==> src/rtl/seq_mac_unit_pkg.sv <==
// rtl/seq_mac_unit_pkg.sv - shared state encoding and parameter legality helper for seq_mac_unit
package seq_mac_unit_pkg;

  typedef enum logic [1:0] {
    ST_IDLE = 2'd0,
    ST_CALC = 2'd1,
    ST_FIX  = 2'd2
  } mac_state_t;

  function automatic bit step_legal(input int width, input int step);
    return ((step == 1) || (step == 2) || (step == 4)) && ((width % step) == 0);
  endfunction

endpackage

==> src/rtl/seq_mac_unit_mac_step_pp.sv <==
// rtl/seq_mac_unit_mac_step_pp.sv - one STEP-bit digit of the shift-add partial product
module mac_step_pp #(
  parameter int WIDTH = 16,
  parameter int STEP  = 1,
  parameter int CW    = 5
) (
  input  logic [WIDTH-1:0]   mag_b,
  input  logic [STEP-1:0]    digit,
  input  logic [CW-1:0]      count,
  output logic [2*WIDTH-1:0] pp
);

  logic [2*WIDTH-1:0] prod;

  always_comb begin
    prod = (2*WIDTH)'(mag_b) * (2*WIDTH)'(digit);
    pp   = prod << (int'(count) * STEP);
  end

endmodule

==> src/rtl/seq_mac_unit.sv <==
// rtl/seq_mac_unit.sv - sequential shift-add multiply/accumulate with start/busy/done handshake
// Operates on magnitudes and applies the sign once in FIX, so signed and unsigned share one datapath.
module seq_mac_unit
  import seq_mac_unit_pkg::*;
#(
  parameter int WIDTH = 16,
  parameter int STEP  = 1
) (
  input  logic               sys_clk,
  input  logic               sys_rst,
  input  logic               start,
  input  logic               abort,
  input  logic               is_signed,
  input  logic               accumulate,
  input  logic [WIDTH-1:0]   op_a,
  input  logic [WIDTH-1:0]   op_b,
  output logic               busy,
  output logic               done,
  output logic [2*WIDTH-1:0] result
);

  localparam int N  = WIDTH / STEP;
  localparam int CW = $clog2(N + 1);
  localparam logic [CW-1:0] LAST = CW'(N - 1);

  generate
    if (!step_legal(WIDTH, STEP)) begin : g_bad_step
      $error("seq_mac_unit: STEP must be 1, 2 or 4 and divide WIDTH");
    end
  endgenerate

  mac_state_t         state;
  logic [WIDTH-1:0]   mag_a;
  logic [WIDTH-1:0]   mag_b;
  logic               sign_q;
  logic               acc_q;
  logic [CW-1:0]      count;
  logic [2*WIDTH-1:0] partial;
  logic [2*WIDTH-1:0] pp;
  logic [2*WIDTH-1:0] signed_p;
  logic [WIDTH-1:0]   abs_a;
  logic [WIDTH-1:0]   abs_b;

  mac_step_pp #(
    .WIDTH (WIDTH),
    .STEP  (STEP),
    .CW    (CW)
  ) u_pp (
    .mag_b (mag_b),
    .digit (mag_a[STEP-1:0]),
    .count (count),
    .pp    (pp)
  );

  // Negating the most negative value wraps back to 2^(W-1), which is the correct unsigned magnitude.
  always_comb begin
    abs_a    = (is_signed && op_a[WIDTH-1]) ? (~op_a + 1'b1) : op_a;
    abs_b    = (is_signed && op_b[WIDTH-1]) ? (~op_b + 1'b1) : op_b;
    signed_p = sign_q ? (~partial + 1'b1) : partial;
  end

  always_ff @(posedge sys_clk) begin
    if (sys_rst) begin
      state   <= ST_IDLE;
      mag_a   <= '0;
      mag_b   <= '0;
      sign_q  <= 1'b0;
      acc_q   <= 1'b0;
      count   <= '0;
      partial <= '0;
      busy    <= 1'b0;
      done    <= 1'b0;
      result  <= '0;
    end else begin
      done <= 1'b0;
      case (state)
        ST_IDLE: begin
          if (start && !abort) begin
            mag_a   <= abs_a;
            mag_b   <= abs_b;
            sign_q  <= is_signed & (op_a[WIDTH-1] ^ op_b[WIDTH-1]);
            acc_q   <= accumulate;
            count   <= '0;
            partial <= '0;
            busy    <= 1'b1;
            state   <= ST_CALC;
          end
        end
        ST_CALC: begin
          if (abort) begin
            busy  <= 1'b0;
            state <= ST_IDLE;
          end else begin
            partial <= partial + pp;
            mag_a   <= mag_a >> STEP;
            count   <= count + 1'b1;
            if (count == LAST) state <= ST_FIX;
          end
        end
        ST_FIX: begin
          busy  <= 1'b0;
          state <= ST_IDLE;
          if (!abort) begin
            result <= acc_q ? (result + signed_p) : signed_p;
            done   <= 1'b1;
          end
        end
        default: begin
          busy  <= 1'b0;
          state <= ST_IDLE;
        end
      endcase
    end
  end

endmodule

==> config.mk <==
export PLATFORM = sky130hd
export DESIGN_NAME = seq_mac_unit
export DESIGN_NICKNAME = d
export VERILOG_FILES = /design/src/rtl/seq_mac_unit_pkg.sv /design/src/rtl/seq_mac_unit_mac_step_pp.sv /design/src/rtl/seq_mac_unit.sv
export SDC_FILE = /design/constraint.sdc
export NUM_CORES = 1
export LEC_CHECK = 0
export CAP_MARGIN = 10
export CORE_UTILIZATION = 45
export DETAILED_ROUTE_END_ITERATION = 8
export PLACE_DENSITY = 0.66
export SLEW_MARGIN = 40
export SYNTH_ARGS = -nofsm -noshare
export SYNTH_HDL_FRONTEND = slang
export SYNTH_SLANG_ARGS = --single-unit
==> constraint.sdc <==
create_clock -name sys_clk -period 4 [get_ports sys_clk]
set_clock_uncertainty 0.1 [all_clocks]
set_input_delay 0.8 -clock sys_clk [delete_from_list [all_inputs] [get_ports sys_clk]]
set_output_delay 0.8 -clock sys_clk [all_outputs]
set_load 0.03 [all_outputs]
==> key figures <==
Timing
  • Final worst slack: 0.04033 ns
  • Minimum clock period: 3.960 ns
  • Fin. max-slew vios: 0
  • Hold Fails Final Rpt: 0
  • Worst Max-Slew Pin Slew: 0.7799 ns
  • Final Cycle Share: 0.9899
  • Rel. slew slack: 0.4801
  • Fmax: 252.5 MHz
  • Setup Viol. Count Final: 0
  • RSZ-0062 raised after global routing: yes

Finish
  • Layout cells sized above 1: 0.2001
  • Fin nets: 1594
  • Final std cells w/o fill: 1764
  • Layout area overhead: 28.03%
  • Layout filler cell count: 1979
  • Design area: 12770 sq um
  • Ant. Diodes: 0

Worst setup path
  • Reg-to-Reg End: result[21]
  • CP Data Arrival Time: 4.14 ns
  • Reg2reg start: partial[2]
  • R2R Setup Slk: 0.04 ns
  • Worst R2R Path Depth: 16
  • Crit path capture type: flip-flop
  • Crit path required time: 4.18 ns
  • Crit path max fanout: 5
  • Crit Path Class: reg2reg
  • Crit path launch type: flip-flop

Status
  • Status: finished clean

Placed design
  • Placed insts: 1740
  • DP Worst Slack: -0.2099 ns
  • IO Port Bufs: 71
  • RD Place Congestion: 0.9697
  • Final HPWL from detailed placement: 22400 microns
  • Placed Area: 11830 sq um

Global routing
  • Global-route wire length before repair: 46950 microns
  • Tot GR Track Use: 0.2593
  • Initial antenna violation count: 0
  • Largest net degree at the start of global routing: 56
  • Total grt overflow: 0
  • Vias in the first global route: 9413

Power and ir drop
  • Int Power: 1672 uW
  • Net Switching: 669.2 uW
  • Switching share of power: 0.2859
  • Logic pwr share: 0.124
  • Clock network power share: 0.404
  • Register share of total power: 0.473
  • Power per cell area: 183.4 nW/um^2
  • P_leak: 0.005117 uW
  • Worst vdd ir: 0.1499 mV

Synth
  • Netlist cell types: 72
  • Mapped Area: 9972 sq um
  • EDFF count, synth: 0
  • Syn. warnings: 0
  • Cells after synthesis: 1324
  • Avg Inst Size Synth: 7.532 sq um
  • Synth Flop Type: dfxtp_1
  • Synth Net Count: 1439
  • Synthesis-stage register bit count: 107
  • Register area share after synthesis: 0.2148
  • Ys async rst share: 0

Floorplan
  • DIE AREA: 22760 sq um
  • # rows: 54
  • Core area: 21760 sq um
  • Die Span X: 150.9 microns
  • Boundary Pins: 72
  • Initial Util: 0.4584
  • Die Height: 150.9 microns

Route
  • Drc violations: 0
  • Drt wl/cell: 17.02 microns
  • Number of DRC markers in iteration 0: 536
  • ANT nets after route: 0
  • Vias: 10380
  • Final wirelength: 30020 microns
  • DR pass1 iterations: 5
  • Vias/cell: 5.883

Worst hold path
  • Worst Hold Path Cells: 2
  • Min-delay worst type: reg2reg
  • Hold path start: mag_a[5]
  • Hold path endpoint: mag_a[4]

CTS
  • CTS tree: yes
  • CTS Buf Count: 9
  • Clk Latency, worst-skew pair: 0.37 ns
  • H-tree depth: 3
  • Clk sinks: 107
  • Root Buffer: clkbuf_16
  • CTS clk-pin slew, worst paths: 0.09 ns
  • Clock Path Buffers: 2

Flow run
  • Max-cap viol count: 0
## sequential cells by signal, indices dropped and copies added (netlist names)
signal,count
acc_q,1
count,5
mag_b,16
state,2
sign_q,1
busy,1
mag_a,16
partial,32
done,1
result,32
## worst max-delay path: stages (launching register included)
cell and delay [ns]:
dfxtp_2 0.35, or3_4 0.38, buf_4 0.15, nor4_4 0.31
nand2_2 0.13, o31ai_4 0.29, xnor2_2 0.13, ha_1 0.36
and3_4 0.18, a221oi_2 0.22, o21ai_1 0.10, a21o_1 0.18
a41oi_4 0.38, buf_6 0.16, xnor2_1 0.10, nand2_1 0.09
a311oi_2 0.26
## synthesized netlist by cell type (6+ instances only)
master    instances  area share
a22o_1            7      0.0061
a21o_1           32       0.024
or2_2             7      0.0044
nand3b_1          7      0.0053
buf_1             8      0.0030
nor3_1           27       0.014
nand2b_1         13      0.0082
clkbuf_1         59       0.022
nand2_1         168       0.063
nor2_1          118       0.044
xnor2_1          63       0.055
a311oi_1         12       0.011
a31oi_1          13      0.0082
ha_1             75       0.094
a21oi_1         115       0.058
o31ai_1          16       0.012
mux2_2            9       0.010
a211oi_1         24       0.018
o21ai_0          88       0.044
o21bai_1         11      0.0083
nor4_1           10      0.0063
and2_1           11      0.0069
o41ai_1           6      0.0053
dfxtp_1         107        0.21
a22oi_1          21       0.016
nor3b_1          12      0.0090
and3_1           14      0.0088
inv_1            25      0.0094
nand3_1          38       0.019
nor2b_1          13      0.0082
mux2i_1          19       0.019
nand4_1           8      0.0050
mux4_2           11       0.025
xor2_1           30       0.026
o21a_1            9      0.0068
a31o_2            6      0.0053
or3_1            15      0.0094
o22ai_1          13      0.0082
o211ai_1         12      0.0090
## cells in the final DEF, fill, tap and decap left out, types with 12 or more instances in the layout
master,netlist,layout
xor2_1,30,30
or3_1,15,12
clkdlybuf4s50_1,0,70
mux2i_1,19,19
a21o_1,32,32
a22oi_1,21,21
a21oi_2,0,13
buf_4,0,137
nor2b_1,13,13
o21ai_0,88,72
a211oi_1,24,18
a21oi_1,115,101
nand2_1,168,165
o22ai_1,13,13
dfxtp_1,107,100
nand2b_1,13,12
ha_1,75,70
xnor2_1,63,54
nor2_1,118,115
nor3_1,27,24
o211ai_1,12,12
nand3_1,38,38
o21ai_1,2,13
inv_1,25,24
## cell type report
| type | instances | area (sq um) | share of cell area |
|---|---|---|---|
| multi-input cells | 1118 | 7993 | 0.6260 |
| well taps | 280 | 350.3 | 0.02744 |
| clock inverters | 6 | 60.06 | 0.004704 |
| inverters | 27 | 101.3 | 0.007938 |
| flip-flops and latches | 107 | 2156 | 0.1689 |
| clock buffers | 10 | 239.0 | 0.01872 |
| repair buffers | 216 | 1868 | 0.1463 |
## power groups by stage
stage	logic (uW)	registers, uW	clock network (uW)
finish	289	1110	945
global route	317	1110	1010
CTS	282	1110	967
detailed placement	281	1130	0
global placement	277	1130	0
floorplan	168	1130	0
## stage by stage
step             util  hold slack, ns  total power, uW  setup TNS (ns)
5_1_grt        0.5868          0.3853             2436         -0.3195
4_1_cts        0.5615          0.3569             2357               0
3_5_place_dp   0.5439          0.3433             1414         -0.7383
2_1_floorplan       -          0.3316             1295               0
6_report       0.5868          0.3571             2341               0
3_3_place_gp   0.5439          0.3393             1409         -0.4981
## what timing repair did
item / 4_1_cts / 5_1_grt
hold buffers: 0 / 0
buffers inserted: 1 / 7
resized for setup: 15 / 109
pin swaps: 4 / 55
setup endpoints to repair: 14 / 25
cloned: 0 / 1
## logic make-up (layout without fill, tap and decap cells)
kind of cell / after synthesis / after routing / share of synthesized area
DFF: 107 / 107 / 0.2148
AOI/OAI and AO/OA: 428 / 428 / 0.2798
buffers and inverters: 99 / 259 / 0.03789
and+or+nand+nor: 480 / 480 / 0.2320
muxes: 39 / 39 / 0.05408
xor gates and xnor gates: 94 / 94 / 0.08331
adders and majority gates: 77 / 77 / 0.09812
## how the worst max path moves through the flow
stage               startpoint           to  slack [ns]  cells after the start
floorplan             count[0]  partial[28]        0.07                     17
global placement    partial[0]   result[19]       -0.19                     15
detailed placement  partial[0]   result[19]       -0.21                     15
CTS                 partial[0]   result[17]       0.008                     16
global route        partial[2]   result[21]       -0.12                     16
finish              partial[2]   result[21]        0.04                     16
## metal layers
metal / vias to the layer above / share of wire / global-route usage
li1: 5216 / - / -
met1: 4838 / 0.44 / 0.3283
met2: 269 / 0.47 / 0.4383
met3: 55 / 0.040 / 0.02651
met4: 0 / 0.041 / 0.1265
met5: - / 0 / 0
(Power assumes the default switching activity.)
